<file path="config.mk">
export PLATFORM = sky130hd
export DESIGN_NAME = gelato_warp_scheduler
export DESIGN_NICKNAME = d
export VERILOG_FILES = /design/src/rtl/gelato_warp_scheduler_pkg.sv /design/src/rtl/gelato_warp_scheduler_rr_arbiter.sv /design/src/rtl/gelato_warp_scheduler.sv
export SDC_FILE = /design/constraint.sdc
export NUM_CORES = 1
export LEC_CHECK = 0
export ABC_AREA = 1
export CORE_MARGIN = 2
export CORE_UTILIZATION = 40
export DETAILED_ROUTE_END_ITERATION = 12
export GPL_TIMING_DRIVEN = 0
export PLACE_DENSITY_LB_ADDON = 0.1
export SETUP_SLACK_MARGIN = 0.3
export SLEW_MARGIN = 20
export SYNTH_ARGS = -nofsm -noshare
export SYNTH_HDL_FRONTEND = slang
export SYNTH_SLANG_ARGS = --single-unit
</file>
<file path="constraint.sdc">
create_clock -name clk -period 2.7 [get_ports clk]
set_input_delay 0.405 -clock clk [delete_from_list [all_inputs] [get_ports clk]]
set_output_delay 0.405 -clock clk [all_outputs]
set_load 0.05 [all_outputs]
</file>
<file path="src/rtl/gelato_warp_scheduler_pkg.sv">
// Shared types for the gelato fetch-stage warp scheduler (package gelato_types).
// The scheduler's warp index, PC and split-entry widths all come from here.
package gelato_types;

    localparam int GELATO_WARP_NUM        = 4;
    localparam int GELATO_PC_WIDTH        = 32;
    localparam int GELATO_SPLIT_NUM_WIDTH = 2;

    typedef logic [$clog2(GELATO_WARP_NUM)-1:0] warp_num_t;
    typedef logic [GELATO_PC_WIDTH-1:0]         pc_t;
    typedef logic [GELATO_SPLIT_NUM_WIDTH-1:0]  split_table_num_t;

endpackage

</file>
<file path="src/rtl/gelato_warp_scheduler_rr_arbiter.sv">
// Combinational round-robin arbiter: the first requester strictly after ptr
// wins, wrapping modulo WARP_NUM (WARP_NUM must be a power of two).
module gelato_rr_arbiter #(
    parameter int  WARP_NUM = 4,
    localparam int IDX_W    = $clog2(WARP_NUM)
) (
    input  logic [WARP_NUM-1:0] req,
    input  logic [IDX_W-1:0]    ptr,
    output logic                grant_valid,
    output logic [IDX_W-1:0]    grant_idx
);

    logic [IDX_W-1:0] cand;

    // Index arithmetic wraps naturally because WARP_NUM is a power of two.
    always_comb begin
        grant_valid = 1'b0;
        grant_idx   = '0;
        cand        = '0;
        for (int i = 1; i <= WARP_NUM; i++) begin
            cand = ptr + IDX_W'(i);
            if (!grant_valid && req[cand]) begin
                grant_valid = 1'b1;
                grant_idx   = cand;
            end
        end
    end

endmodule

</file>
<file path="src/rtl/gelato_warp_scheduler.sv">
// Fetch-stage warp scheduler: round-robin issue of one warp per cycle into a
// stallable slot. Define GELATO_WARP_SCHED_PERF_EN to add issue/stall counters.
module gelato_warp_scheduler
    import gelato_types::*;
#(
    parameter int  WARP_NUM        = GELATO_WARP_NUM,
    parameter int  PC_WIDTH        = GELATO_PC_WIDTH,
    parameter int  SPLIT_NUM_WIDTH = GELATO_SPLIT_NUM_WIDTH,
    localparam int WID_W           = $clog2(WARP_NUM)
) (
    input  logic                                clk,
    input  logic                                rst_n,
    input  logic                                rdy,
    input  logic                                init_valid,
    input  logic [WARP_NUM-1:0]                 pc_valid,
    input  logic [WARP_NUM*PC_WIDTH-1:0]        pc,
    input  logic [WARP_NUM*SPLIT_NUM_WIDTH-1:0] pc_split_num,
    input  logic                                activate_valid,
    input  logic [WID_W-1:0]                    activate_warp_num,
    output logic                                fetch_valid,
    input  logic                                fetch_ready,
    output logic [WID_W-1:0]                    fetch_warp_num,
    output logic [PC_WIDTH-1:0]                 fetch_pc,
    output logic [SPLIT_NUM_WIDTH-1:0]          fetch_split_num,
    output logic                                idle
`ifdef GELATO_WARP_SCHED_PERF_EN
    ,
    output logic [31:0]                         perf_issue_cnt,
    output logic [31:0]                         perf_stall_cnt
`endif
);

    logic [WARP_NUM-1:0] in_flight_q, in_flight_d;
    warp_num_t           last_grant_q, last_grant_d;
    logic                fetch_valid_q, fetch_valid_d;
    warp_num_t           fetch_warp_num_q, fetch_warp_num_d;
    pc_t                 fetch_pc_q, fetch_pc_d;
    split_table_num_t    fetch_split_num_q, fetch_split_num_d;

    logic [WARP_NUM-1:0] slot_mask;
    logic [WARP_NUM-1:0] eligible;
    logic                grant_valid;
    warp_num_t           grant_idx;
    logic                accept;
    logic                slot_free;

    // The warp sitting in the slot is not yet in flight, so mask it separately.
    always_comb begin
        slot_mask = '0;
        if (fetch_valid_q) slot_mask[fetch_warp_num_q] = 1'b1;
    end

    assign eligible  = pc_valid & ~in_flight_q & ~slot_mask;
    assign accept    = fetch_valid_q & fetch_ready;
    assign slot_free = ~fetch_valid_q | fetch_ready;

    gelato_rr_arbiter #(.WARP_NUM(WARP_NUM)) u_arb (
        .req         (eligible),
        .ptr         (last_grant_q),
        .grant_valid (grant_valid),
        .grant_idx   (grant_idx)
    );

    always_comb begin
        in_flight_d       = in_flight_q;
        last_grant_d      = last_grant_q;
        fetch_valid_d     = fetch_valid_q;
        fetch_warp_num_d  = fetch_warp_num_q;
        fetch_pc_d        = fetch_pc_q;
        fetch_split_num_d = fetch_split_num_q;
        if (rdy) begin
            if (init_valid) begin
                in_flight_d       = '0;
                last_grant_d      = warp_num_t'(WARP_NUM - 1);
                fetch_valid_d     = 1'b0;
                fetch_warp_num_d  = '0;
                fetch_pc_d        = '0;
                fetch_split_num_d = '0;
            end else begin
                // Clear before set so an accept wins over a same-warp activate.
                if (activate_valid) in_flight_d[activate_warp_num] = 1'b0;
                if (accept)         in_flight_d[fetch_warp_num_q]  = 1'b1;
                if (slot_free) begin
                    fetch_valid_d = grant_valid;
                    if (grant_valid) begin
                        last_grant_d      = grant_idx;
                        fetch_warp_num_d  = grant_idx;
                        fetch_pc_d        = pc[int'(grant_idx)*PC_WIDTH +: PC_WIDTH];
                        fetch_split_num_d =
                            pc_split_num[int'(grant_idx)*SPLIT_NUM_WIDTH +: SPLIT_NUM_WIDTH];
                    end
                end
            end
        end
    end

    always_ff @(posedge clk or negedge rst_n) begin
        if (!rst_n) begin
            in_flight_q       <= '0;
            last_grant_q      <= warp_num_t'(WARP_NUM - 1);
            fetch_valid_q     <= 1'b0;
            fetch_warp_num_q  <= '0;
            fetch_pc_q        <= '0;
            fetch_split_num_q <= '0;
        end else begin
            in_flight_q       <= in_flight_d;
            last_grant_q      <= last_grant_d;
            fetch_valid_q     <= fetch_valid_d;
            fetch_warp_num_q  <= fetch_warp_num_d;
            fetch_pc_q        <= fetch_pc_d;
            fetch_split_num_q <= fetch_split_num_d;
        end
    end

    assign fetch_valid     = fetch_valid_q;
    assign fetch_warp_num  = fetch_warp_num_q;
    assign fetch_pc        = fetch_pc_q;
    assign fetch_split_num = fetch_split_num_q;
    assign idle            = ~|eligible & ~|in_flight_q & ~fetch_valid_q;

`ifdef GELATO_WARP_SCHED_PERF_EN
    logic [31:0] perf_issue_q, perf_issue_d;
    logic [31:0] perf_stall_q, perf_stall_d;

    always_comb begin
        perf_issue_d = perf_issue_q;
        perf_stall_d = perf_stall_q;
        if (rdy) begin
            if (init_valid) begin
                perf_issue_d = '0;
                perf_stall_d = '0;
            end else begin
                if (accept)                        perf_issue_d = perf_issue_q + 32'd1;
                if (fetch_valid_q && !fetch_ready) perf_stall_d = perf_stall_q + 32'd1;
            end
        end
    end

    always_ff @(posedge clk or negedge rst_n) begin
        if (!rst_n) begin
            perf_issue_q <= '0;
            perf_stall_q <= '0;
        end else begin
            perf_issue_q <= perf_issue_d;
            perf_stall_q <= perf_stall_d;
        end
    end

    assign perf_issue_cnt = perf_issue_q;
    assign perf_stall_cnt = perf_stall_q;
`endif

endmodule

</file>
==> impl_metrics.yaml, run 1 <==
run_status:
  outcome: "complete, no violations"
setup_path:
  r2r.worst_path.cells: 14
  worstSetupPathType: "in -> reg"
  path_buf_inv: 4
  end_kind: "flip-flop"
  cp_top_family: "simple AND/OR/NAND/NOR gates"
  max_stage_delay_ns: 0.46
  worstReg2RegEnd: "fetch_pc[29]"
  crit_path_max_fanout: 10
  worst_setup_path_start_kind: "input pin"
  r2r_start: "last_grant_q[0]"
  required_ns: 2.90
  r2r_setup_slack_ns: 0.46
  arrival_ns: 2.47
  cpMaxStageDelayCell: "clkdlybuf4s50_1"
  worstPathCellList: "clkdlybuf4s50_1, inv_1, nor2_2, nand3_1, nand3_1, nand2_2, nand2_1, nand3_2, buf_4, clkbuf_4, nand3_1, nand2_1, nand2_1, nand3_2"
logic_synthesis:
  synth_mux_area_frac: 0
  synth_edf_count: 0
  synth_top_area_cell: "nand2_1"
  synth_fa_ha_area_frac: 0
  ys_seq_area_frac: 0.318
  synth_seq_cells: 43
  synth_area_um2: 3390
  netlist.area_leader.share: 0.312
  synth-compound-area-share: 0.0295
  avgSynthCellArea_um2: 6.35
  synth_xor_area_frac: 0.00479
  synth.distinct_cells: 31
  netlist_instances: 534
  synthTopCellsByArea: "nand2_1 31%, dfrtp_1 30%, nand3_1 15%"
  async_reset_ff_frac: 1.00
  yosys_most_used_dff: "dfrtp_1"
  yosys.area_share.simple: 0.574
  yosysWarnings: 0
  synth_nets: 682
  synth_top_family_by_area: "simple AND/OR/NAND/NOR gates"
routing:
  routed_wl_mm: 12.1
  wl_met3_um: 912
  drt_iter0_drc: 157
  drc: 0
  ant_nets: 0
  routed.top_layer: "met4"
  drt-met1-wl_mm: 4.60
  vias: 4220
  dr.pass1.iters: 4
  route.met2.wl_mm: 6.39
  routed_via_density: 5.05
  routedWlPerCell_um: 14.5
placement:
  port_buffers: 185
  dp_slack_ns: -0.0455
  gp_congestion: 0.938
  hpwlAfterDp_mm: 9.40
flow_run:
  cap_violations: 0
clock_network:
  clockBufferDepth: 2
  cts_made_buffers: 5
  cts_hold_buffers: 0
  clk_latency_ns: 0.31
  cts.sinks: 43
  clk_pin_slew_ns: 0.09
  root_buffer: "clkbuf_8"
  cts_tree: "built"
  cts_htree_levels: 2
global_route:
  grt_pass1_vias: 4065
  antenna_found_initial: 0
  grt_pass1_wl_mm: 18.8
  grt_use_total: 0.263
  overflow: 0
  grt_max_degree: 29
timing:
  setup_violations: 0
  hold_viol_final: 0
  rsz0062_at_grt: "yes"
  maxClockFrequency_mhz: 441
  setup_tns_ns: 0
  report.final.slew_viol_count: 0
  tightest_slew_ns: 0.551
  finClkSkew_ns: 0.00803
  finalWorstSetupSlack_ns: 0.431
  timing.slew.headroom: 0.632
  period_share: 0.841
  hold_ws_ns: 0.0162
  finalCriticalPeriod_ns: 2.27
die:
  initial_utilization: 0.413
  die_h_um: 96.1
  num_io_pins: 186
  die_x_um: 96.1
  core_area_um2: 8220
  rows: 33
  die_area_um2: 9240
layout:
  utilization: 0.676
  multi_input_area_um2: 2100
  ff_latch_area_um2: 1080
  mostFrequentLayoutCell: "nand2_1"
  drive_gt1_frac: 0.124
  fill_cells: 768
  area_growth_pct: 63.6
  diodes: 0
  nets: 878
  layout_common_cells: "280 x nand2_1, 183 x clkdlybuf4s50_1, 102 x nand3_1"
power_and_ir_drop:
  leakagePower_uw: 0.00281
  finalPower_uw: 6160
  irDropWorstVdd_uv: 593
  power.density_nw_per_um2: 1110
worst_hold_path:
  hold_class: "in -> async"
==> cells by family after synthesis <==
family,count (synthesis)
buf+inv,49
compound gates,12
flops,43
simple gates,429
xor+xnor,1
==> repair_timing <==
action                     CTS  global route
setup endpoints to repair   17            35
resized for setup            5            19
setup buffers                0             3
cloned                       0             0
==> sequential cells by signal (all words and copies together) (netlist names) <==
name / flops
fetch_valid: 1
in_flight_q: 4
last_grant_q: 2
fetch_pc: 32
fetch_split_num: 2
fetch_warp_num: 2
==> layer usage <==
| layer | global-route usage | vias to the layer above |
|---|---|---|
| met1 | 0.295 | 1930 |
| met3 | 0.0548 | 17 |
| met2 | 0.494 | 161 |
| li1 | - | 2112 |
| met5 | 0 | - |
| met4 | 0.0750 | 0 |
==> final cells by class <==
type	instances	share of cell area
Multi-Input combinational cell	442	0.378
Timing Repair Buffer	189	0.340
Sequential cell	43	0.194
Buffer	32	0.0367
Tap cell	105	0.0237
Clock buffer	5	0.0124
Inverter	17	0.0115
Clock inverter	3	0.00270
==> cells in the mapped netlist (2+ instances only) <==
| cell type | instances |
|---|---|
| o22ai_1 | 2 |
| nor2_2 | 3 |
| clkbuf_1 | 9 |
| buf_6 | 3 |
| nand2_1 | 282 |
| o41ai_1 | 3 |
| nand3_1 | 102 |
| buf_2 | 12 |
| nand3_2 | 25 |
| inv_2 | 4 |
| dfrtp_1 | 41 |
| buf_4 | 6 |
| nor2_1 | 6 |
| inv_1 | 13 |
| dfstp_2 | 2 |
| nand2_2 | 6 |
==> worst reg2reg max path: stages, from the launching register on <==
cell and delay, ns:
dfstp_2 0.54, buf_6 0.13, inv_1 0.11, nand3_2 0.11, nand2_1 0.07, nand2_1 0.08
nand2_2 0.09, nand2_1 0.10, nand3_2 0.17, buf_4 0.24, clkbuf_4 0.20, nand3_1 0.10
nand2_1 0.07, nand2_1 0.08, nand3_2 0.05
==> where the power goes <==
part | internal (uW) | leakage [uW] | switching [uW]
clock network | 178 | 0.0000477 | 246
logic | 1650 | 0.00220 | 3100
registers | 855 | 0.000563 | 130
==> how the worst max path moves through the flow <==
stage / from / endpoint / cells after the start
final: pc_valid[3] / fetch_pc[29] / 14
after global routing: pc_valid[3] / fetch_pc[18] / 15
after CTS: pc_valid[3] / fetch_pc[27] / 14
after detailed placement: pc_valid[3] / fetch_pc[29] / 15
after global placement: rst_n / fetch_pc[25] / 1
after floorplan: fetch_valid / idle / 5
==> metrics by stage <==
stage               std cells  area [um^2]
floorplan                 534         3410
global placement          824         5390
detailed placement        825         5410
CTS                       833         5500
global route              836         5550
finish                    836         5550
Note: power is estimated with default switching activity, not from simulation.
==> inputs of run 2 (changes only) <==
CORE_UTILIZATION = 36   (was 40)
clock period = 1.9 ns   (was 2.7 ns; I/O delays follow)
==> impl_metrics.yaml, run 2 (same netlist as run 1, synthesis figures left out) <==
placement:
  hpwlAfterDp_mm: 9.54
  placed_cells: 831
  place_area_um2: 5520
  port_buffers: 185
  gp_congestion: 0.867
clock_network:
  clk_latency_ns: 0.30
  clk_pin_slew_ns: 0.09
  cts_made_buffers: 5
  cts_htree_levels: 2
  cts_tree: "built"
  cts.sinks: 43
  root_buffer: "clkbuf_8"
  clockBufferDepth: 2
setup_path:
  crit_path_max_fanout: 8
  worstSetupPathType: "reg -> reg"
  required_ns: 2.14
  end_kind: "flip-flop"
  arrival_ns: 2.43
  worst_setup_path_start_kind: "flip-flop"
timing:
  period_share: 1.16
  hold_viol_final: 0
  finalWorstSetupSlack_ns: -0.296
  report.final.slew_viol_count: 0
  rsz0062_at_grt: "yes"
  finClkSkew_ns: 0.00841
  timing.slew.headroom: 0.634
  tightest_slew_ns: 0.551
  setup_violations: 36
  maxClockFrequency_mhz: 455
  finalCriticalPeriod_ns: 2.20
die:
  rows: 35
  die_h_um: 101
  die_x_um: 101
  initial_utilization: 0.369
  die_area_um2: 10200
  core_area_um2: 9200
  num_io_pins: 186
run_status:
  outcome: "finished, violations left"
  violations: "setup timing"
flow_run:
  cap_violations: 0
power_and_ir_drop:
  power.density_nw_per_um2: 1690
  finalPower_uw: 10600
  irDropWorstVdd_uv: 736
  leakagePower_uw: 0.00324
global_route:
  grt_max_degree: 30
  grt_pass1_wl_mm: 19.9
  grt_use_total: 0.244
  grt_pass1_vias: 4184
  antenna_found_initial: 0
  overflow: 0
layout:
  layout_common_cells: "258 x nand2_1, 145 x clkdlybuf4s50_1, 81 x nand3_1"
  largest_reg_flops: 32
  area_growth_pct: 85.7
  drive_gt1_frac: 0.228
  nets: 902
  stdcell_area_um2: 6300
  diodes: 0
  mostFrequentLayoutCell: "nand2_1"
  finalNonFillerCells: 866
  fill_cells: 816
worst_hold_path:
  hold_class: "in -> async"
routing:
  vias: 4287
  drt_iter0_drc: 144
  dr.pass1.iters: 4
  routed_wl_mm: 12.9
  drc: 0
  routedWlPerCell_um: 14.9
  routed_via_density: 4.95
  ant_nets: 0
run 2: cell count changes in the layout (fill, tap and decap cells not counted), sizes merged, moves of 3 or more:
cell / previous run / this run
clkinv: 3 / 0
dlygate4sd2: 0 / 36
clkdlybuf4s50: 183 / 145
buf: 25 / 52
run 2: final cells by class:
class,instances,area (um^2),area share
Timing Repair Buffer,214,2130,0.338
Sequential cell,43,1090,0.173
Buffer,31,310,0.0492
Clock inverter,1,7.51,0.00119
Clock buffer,7,96.3,0.0153
Inverter,17,76.3,0.0121
Tap cell,111,139,0.0220
Multi-Input combinational cell,442,2460,0.390
run 2: final timing paths:
path | startpoint | to | slack, ns | cells after the start
min in group clk | fetch_pc[31] | fetch_pc[31] | 0.48 | 2
max | last_grant_q[0] | fetch_pc[29] | -0.30 | 13
min | rst_n | fetch_split_num[0] | 0.43 | 2
max reg2reg | last_grant_q[0] | fetch_pc[29] | -0.30 | 13
min reg2reg | fetch_pc[31] | fetch_pc[31] | 0.48 | 2
max in group asynchronous | rst_n | last_grant_q[0] | 0.89 | 3
run 2: critical path, cell delays in order, from the launching register on:
cell and delay (ns):
dfstp_2 0.55, buf_12 0.14, xnor2_4 0.09, inv_2 0.08, nand3_2 0.09, nand2_4 0.14
nand3_1 0.14, nand3_2 0.14, nand2_4 0.09, a21oi_4 0.27, buf_4 0.16, buf_6 0.11
nand2_1 0.08, nand3_2 0.06
run 2: through the flow:
stage	hold WS, ns	utilization	setup slack, ns	setup TNS [ns]
finish	0.428	0.685	-0.296	-8.07
global route	0.470	0.685	-0.386	-11.77
CTS	0.436	0.661	-0.171	-4.78
detailed placement	0.233	0.600	-0.638	-22.25
global placement	0.461	0.598	-1.01	-51.69
floorplan	-0.0106	-	-0.0524	-1.29
run 2: per-layer routing:
layer | up-vias | share of wire | global-route usage
met2 | 125 | 0.53 | 0.451
met3 | 21 | 0.061 | 0.0576
met1 | 1974 | 0.39 | 0.284
met5 | - | 0 | 0
li1 | 2167 | - | -
met4 | 0 | 0.021 | 0.0572
run 2: power by group:
part / switching [uW] / total [uW] / internal, uW
clock network: 342 / 674 / 331
registers: 199 / 1420 / 1230
logic: 5060 / 8540 / 3480
run 2: repair_timing:
item / 4_1_cts / 5_1_grt
endpoints found under the hold margin: 14 / 0
setup endpoints to repair: 77 / 40
gates resized for setup: 123 / 48
buffers inserted: 18 / 4
gates cloned: 2 / 3
pin swaps: 17 / 39
hold buffers: 1 / 0
